[config.mk]
export PLATFORM = sky130hd
export DESIGN_NAME = fp_align_swap_pipe
export DESIGN_NICKNAME = d
export VERILOG_FILES = /design/src/rtl/fp_align_swap_pipe.sv
export SDC_FILE = /design/constraint.sdc
export NUM_CORES = 1
export LEC_CHECK = 0
export BUFFER_PORTS_ARGS = -buffer_cell sky130_fd_sc_hd__clkbuf_2
export CORE_UTILIZATION = 30
export CTS_CLUSTER_DIAMETER = 150
export DETAILED_ROUTE_END_ITERATION = 8
export PLACE_DENSITY = 0.55
export REMOVE_ABC_BUFFERS = 1
export SLEW_MARGIN = 40
export SYNTH_ARGS = -nofsm -noshare
export SYNTH_HDL_FRONTEND = slang
export SYNTH_SLANG_ARGS = --single-unit
[constraint.sdc]
create_clock -name clk -period 3.6 [get_ports clk]
set_input_delay 0.18 -clock clk [delete_from_list [all_inputs] [get_ports clk]]
set_output_delay 0.18 -clock clk [all_outputs]
set_load 0.05 [all_outputs]
[src/rtl/fp_align_swap_pipe.sv]
// fp_align_swap_pipe
//   Two-stage operand order/align pipe for the FP add/sub datapath.
//   Stage 1 unpacks both operands, applies the subtract sign flip to B and
//   routes the larger magnitude to the "l" path.
//   Stage 2 right-shifts the smaller significand by the exponent difference.
//   The shift saturates at SIG_W, and every bit shifted out is folded into
//   the sticky bit (bit 0).
//
// Ports
//   clk, rst            clock, async active-high reset
//   in_valid/in_ready   operand handshake (in_ready is combinational from out_ready)
//   op_a, op_b, sub     operands {sign, exp, frac}; sub=1 computes A-B
//   out_valid/out_ready result handshake
//   sign_l, sign_s      signs of the larger / smaller magnitude operand
//   exp_l               effective exponent of the larger operand
//   sig_l               {hidden, frac, 3'b000} of the larger operand
//   sig_s               aligned smaller significand {bits, G, R, S}
//   eff_sub             sign_l ^ sign_s
//   swapped             B was routed to the large path
module fp_align_swap_pipe #(
  parameter  int EXP_W = 8,
  parameter  int MAN_W = 23,
  localparam int SIG_W = MAN_W + 4
) (
  input  logic                   clk,
  input  logic                   rst,
  input  logic                   in_valid,
  output logic                   in_ready,
  input  logic [EXP_W+MAN_W:0]   op_a,
  input  logic [EXP_W+MAN_W:0]   op_b,
  input  logic                   sub,
  output logic                   out_valid,
  input  logic                   out_ready,
  output logic                   sign_l,
  output logic                   sign_s,
  output logic [EXP_W-1:0]       exp_l,
  output logic [SIG_W-1:0]       sig_l,
  output logic [SIG_W-1:0]       sig_s,
  output logic                   eff_sub,
  output logic                   swapped
);

  localparam int STAGES = 2;
  localparam int OP_W   = 1 + EXP_W + MAN_W;
  localparam int SH_W   = $clog2(SIG_W + 1);

  typedef struct packed {
    logic             sign_l;
    logic             sign_s;
    logic [EXP_W-1:0] exp_l;
    logic [MAN_W:0]   sig_l;
    logic [MAN_W:0]   sig_s;
    logic [EXP_W-1:0] shift;
    logic             swapped;
  } s1_t;

  typedef struct packed {
    logic             sign_l;
    logic             sign_s;
    logic [EXP_W-1:0] exp_l;
    logic [SIG_W-1:0] sig_l;
    logic [SIG_W-1:0] sig_s;
    logic             eff_sub;
    logic             swapped;
  } s2_t;

  logic [STAGES:1] vld_pipe;
  s1_t             s1_d, s1_q;
  s2_t             s2_d, s2_q;
  logic            s1_adv, s2_adv;

  // ---------------- handshake ----------------
  assign s2_adv    = !vld_pipe[2] || out_ready;
  assign s1_adv    = !vld_pipe[1] || s2_adv;
  assign in_ready  = s1_adv;
  assign out_valid = vld_pipe[2];

  // ---------------- stage 1: unpack + compare/swap ----------------
  logic             a_sign, b_sign;
  logic [EXP_W-1:0] a_exp, b_exp, a_exp_eff, b_exp_eff;
  logic [MAN_W:0]   a_sig, b_sig;
  logic [EXP_W:0]   diff, neg_diff;
  logic             do_swap;

  always_comb begin
    a_sign    = op_a[OP_W-1];
    b_sign    = op_b[OP_W-1] ^ sub;
    a_exp     = op_a[OP_W-2 -: EXP_W];
    b_exp     = op_b[OP_W-2 -: EXP_W];
    // exp==0 is denormal/zero: no hidden bit, exponent behaves as 1
    a_exp_eff = (a_exp == '0) ? EXP_W'(1) : a_exp;
    b_exp_eff = (b_exp == '0) ? EXP_W'(1) : b_exp;
    a_sig     = {(a_exp != '0), op_a[MAN_W-1:0]};
    b_sig     = {(b_exp != '0), op_b[MAN_W-1:0]};
    diff      = {1'b0, a_exp_eff} - {1'b0, b_exp_eff};
    neg_diff  = -diff;
    // borrow means B has the larger exponent; equal magnitudes keep A large
    do_swap   = diff[EXP_W] || ((diff == '0) && (b_sig > a_sig));

    s1_d.swapped = do_swap;
    s1_d.shift   = diff[EXP_W] ? neg_diff[EXP_W-1:0] : diff[EXP_W-1:0];
    if (do_swap) begin
      s1_d.sign_l = b_sign;
      s1_d.sign_s = a_sign;
      s1_d.exp_l  = b_exp_eff;
      s1_d.sig_l  = b_sig;
      s1_d.sig_s  = a_sig;
    end else begin
      s1_d.sign_l = a_sign;
      s1_d.sign_s = b_sign;
      s1_d.exp_l  = a_exp_eff;
      s1_d.sig_l  = a_sig;
      s1_d.sig_s  = b_sig;
    end
  end

  // ---------------- stage 2: align with sticky ----------------
  logic [SH_W-1:0]  shift_eff;
  logic [SIG_W-1:0] full_s, shifted;
  logic [SIG_W:0]   lost_mask;
  logic             sticky;

  always_comb begin
    if (32'(s1_q.shift) >= SIG_W) shift_eff = SH_W'(SIG_W);
    else                          shift_eff = SH_W'(s1_q.shift);
    full_s    = {s1_q.sig_s, 3'b000};
    shifted   = full_s >> shift_eff;
    // one extra bit so a full-width shift still yields an all-ones mask
    lost_mask = ((SIG_W+1)'(1) << shift_eff) - (SIG_W+1)'(1);
    sticky    = |(full_s & lost_mask[SIG_W-1:0]);

    s2_d.sign_l  = s1_q.sign_l;
    s2_d.sign_s  = s1_q.sign_s;
    s2_d.exp_l   = s1_q.exp_l;
    s2_d.sig_l   = {s1_q.sig_l, 3'b000};
    s2_d.sig_s   = {shifted[SIG_W-1:1], shifted[0] | sticky};
    s2_d.eff_sub = s1_q.sign_l ^ s1_q.sign_s;
    s2_d.swapped = s1_q.swapped;
  end

  // ---------------- pipeline registers ----------------
  always_ff @(posedge clk or posedge rst) begin
    if (rst) begin
      vld_pipe <= '0;
      s1_q     <= '0;
      s2_q     <= '0;
    end else begin
      if (s1_adv) begin
        vld_pipe[1] <= in_valid;
        if (in_valid) s1_q <= s1_d;
      end
      if (s2_adv) begin
        vld_pipe[2] <= vld_pipe[1];
        if (vld_pipe[1]) s2_q <= s2_d;
      end
    end
  end

  assign sign_l  = s2_q.sign_l;
  assign sign_s  = s2_q.sign_s;
  assign exp_l   = s2_q.exp_l;
  assign sig_l   = s2_q.sig_l;
  assign sig_s   = s2_q.sig_s;
  assign eff_sub = s2_q.eff_sub;
  assign swapped = s2_q.swapped;

endmodule

==> reports/results.tsv <==
stage	metric	value	unit
sta	relSlewSlack	49.7	%
setup_path	worst-r2r-cell-count	8	
sta	layout_setup_ws	0.470	ns
floorplan	start_util	30.5	%
sta	max_freq	0.319	GHz
clock_tree	clkTransAtPathRegs	0.07	ns
hold_path	worstHoldPathType	in -> reg	
synth	ys_types	56	
floorplan	fp.dieH	170	microns
setup_path	cp_num_cells	16	
setup_path	worstReg2RegEnd	sig_s[4]	
layout	final_cells	1531	
detailed_routing	vias_per_cell	5.28	
layout	regArea	0.00330	sq mm
setup_path	startpoint	op_b[28]	
layout	design_area	0.0104	sq mm
setup_path	start_kind	input port	
outcome	status	complete, no violations	
setup_path	required	3.95	ns
power	power.density	599	mW/mm^2
sta	finClkSkew	0.0142	ns
setup_path	crit_type	in -> reg	
synth	syn_area_per_cell	8.31	sq um
hold_path	hold_path_depth	3	
layout	nets	1243	
global_routing	grt_usage	19.4	%
layout	final_common_cell	nand2_1	
setup_path	reg2reg_slack	0.57	ns
sta	hold_violations	0	
synth	synth_largest_area_cell	dfrtp_1	
clock_tree	cts_tree	done	
clock_tree	cts_max_level	4	
global_routing	antenna_found_initial	0	
synth	synthTopCellsByArea	dfrtp_1, nand2_1, mux2i_1	
layout	multi_input_area	0.00474	sq mm
setup_path	cp.arrival	3.48	ns
clock_tree	cts_sinks	132	
setup_path	cpLargestDelayFamily	compound AO/OA/AOI/OAI gates	
placed_design	portBuffers	133	
clock_tree	clock_latency	0.43	ns
global_routing	grt_pass1_vias	7907	
global_routing	grt_start_max_net_pins	83	
layout	drive_gt1_share	19.4	%
synth	async_flop_share	100	%
layout	antenna_cells	0	
setup_path	r2r-start	s1_q[8]	
synth	netlist_area	0.00850	sq mm
clock_tree	root_buffer	clkbuf_16	
floorplan	die_w	170	microns
setup_path	crit_path_end_kind	flop	
sta	finalSetupViolCount	0	
synth	ys_warn_count	0	
clock_tree	clock_tree.buffer_depth	2	
power	p_leak	4.92	nW
sta	min_period	3.13	ns
placed_design	place_inst	1497	
setup_path	crit_slowest_cell	fa_1	
detailed_routing	final_antenna_net_count	0	
layout	fillers	2892	
detailed_routing	wl_per_cell	17.8	microns
sta	maxSlewViolCount	0	
synth	ys_ff_latch	132	
setup_path	cpMostUsedCell	a21oi_1	
sta	min_period_over_period	86.9	%
layout	syn_to_final_growth	22.0	%
layout	layout.cells.most_common_list	nand2_1, clkbuf_2, dfrtp_1	
floorplan	die_area	0.0290	sq mm
setup_path	crit_end	full_s[4]	
floorplan	rows	61	
setup_path	cpPeakStageDelay	0.38	ns
placed_design	pre_cts_slack	0.0648	ns
detailed_routing	drt_pass1_iterations	5	
placed_design	dp_hpwl	19200	microns
sta	rsz0062_at_grt	false	
placed_design	placed_cell_area	0.00970	sq mm
detailed_routing	via_count	8084	
sta	worst_pin_slew	0.746	ns
detailed_routing	post-route-drc-count	0	
detailed_routing	drt_iter0_markers	543	
run	cap_violations	0	
synth	synth_top_area_share	38.9	%
setup_path	worstPathCellList	clkbuf_2, nor4_1, nand2_1, nand2b_1, ha_1, inv_1, fa_1, a21o_1, a21oi_1, xor2_1, o2111ai_1, nand4b_1, o211ai_1, buf_4, o22ai_1, a21oi_1	
clock_tree	cts_inserted_buffers	17	
synth	dominantRegCellSynth	dfrtp_1	
floorplan	coreArea	0.0279	sq mm
global_routing	grt_pass1_wl	44000	microns
synth	synth_edf_count	0	
synth	synth_cells	1022	
detailed_routing	totalWireLength	27300	microns
floorplan	io_pins	137	
setup_path	crit_buf_inv	3	
setup_path	cp_max_fo	17	
clock_tree	post_cts_resized	0	
placed_design	gp_congestion	0.890	
power	peakVddDrop	0.309	mV
synth	synth.yosys.seq_area_share	38.9	%
global_routing	grt_overflow	0	
-- cell usage after synthesis (all sizes together), types with 4 or more instances --
cell / number
a31oi: 9
xor2: 7
o221ai: 53
or4: 5
a21oi: 84
dfrtp: 132
o211ai: 4
ha: 33
nor3: 9
or3: 4
o21ai: 54
clkbuf: 61
nor2: 38
nand3: 13
nand2: 234
a21o: 5
buf: 19
nor3b: 4
a211oi: 8
nor4: 4
mux2i: 59
nand4: 11
and3: 6
xnor2: 6
mux2: 8
o22ai: 66
a22o: 5
nand2b: 11
inv: 37
-- cells by family after synthesis --
family	share of synthesized area (%)
AO/OA/AOI/OAI	23.2
other	0.0441
AND/OR/NAND/NOR	17.7
flip-flops	38.9
adder cells (fa/ha/maj)	5.10
buffers and inverters	5.65
XOR/XNOR	1.34
multiplexers	8.05
-- how the worst min path moves through the flow --
stage	endpoint	slack, ns	start
detailed placement	sig_s[12]	0.40	rst
CTS	s1_q[66]	0.05	op_a[31]
finish	s1_q[66]	0.06	op_a[31]
global route	s1_q[62]	0.07	op_b[28]
global placement	sig_s[12]	0.39	rst
floorplan	vld_pipe[1]	0.29	in_valid
-- state kept, by name, indices dropped and copies added, names as in the netlist, 2 cells and up --
signal and cells:
sig_l 24, exp_l 8, full_s 24, vld_pipe 2, sig_s 27, s1_q 43
-- per-stage QoR --
stage	utilization [%]	power (mW)	setup TNS (ns)	hold slack, ns
after floorplan	-	3.56	-115.57	0.288
after global placement	34.8	4.30	0	0.390
after detailed placement	34.8	4.32	0	0.396
after CTS	37.2	6.26	0	0.0470
after global routing	37.2	6.57	0	0.0657
final	37.2	6.21	0	0.0644
-- power by group --
part           leakage, nW  internal (mW)  switching, mW
Clock                0.302           1.20          0.719
Combinational         2.96          0.728           1.57
Sequential            1.65           1.77          0.227
-- cell type report --
type                    count  area share [%]
clock buffers              20            4.41
well taps                 378            4.56
clock inverters            12            1.73
multi-input cells         775            45.8
repair buffers            177            10.3
inverters                  37            1.41
flip-flops and latches    132            31.9
-- worst min-delay path, cell delays in order --
cell      delay, ns
clkbuf_2       0.09
mux2i_1        0.06
o21ai_0        0.13
-- metal layers --
layer  routed length, microns  vias up  global-route usage [%]
met5                        0        -                       0
li1                         -     3952                       -
met2                    12500      193                    30.8
met1                    13300     3918                    26.7
met3                     1250       21                    3.86
met4                      272        0                    4.70
-- timing repair --
action,4_1_cts,5_1_grt
hold buffers,2,0
buffers inserted,0,0
endpoints found under the hold margin,82,0
No activity file was read; power rests on OpenSTA's default activity.
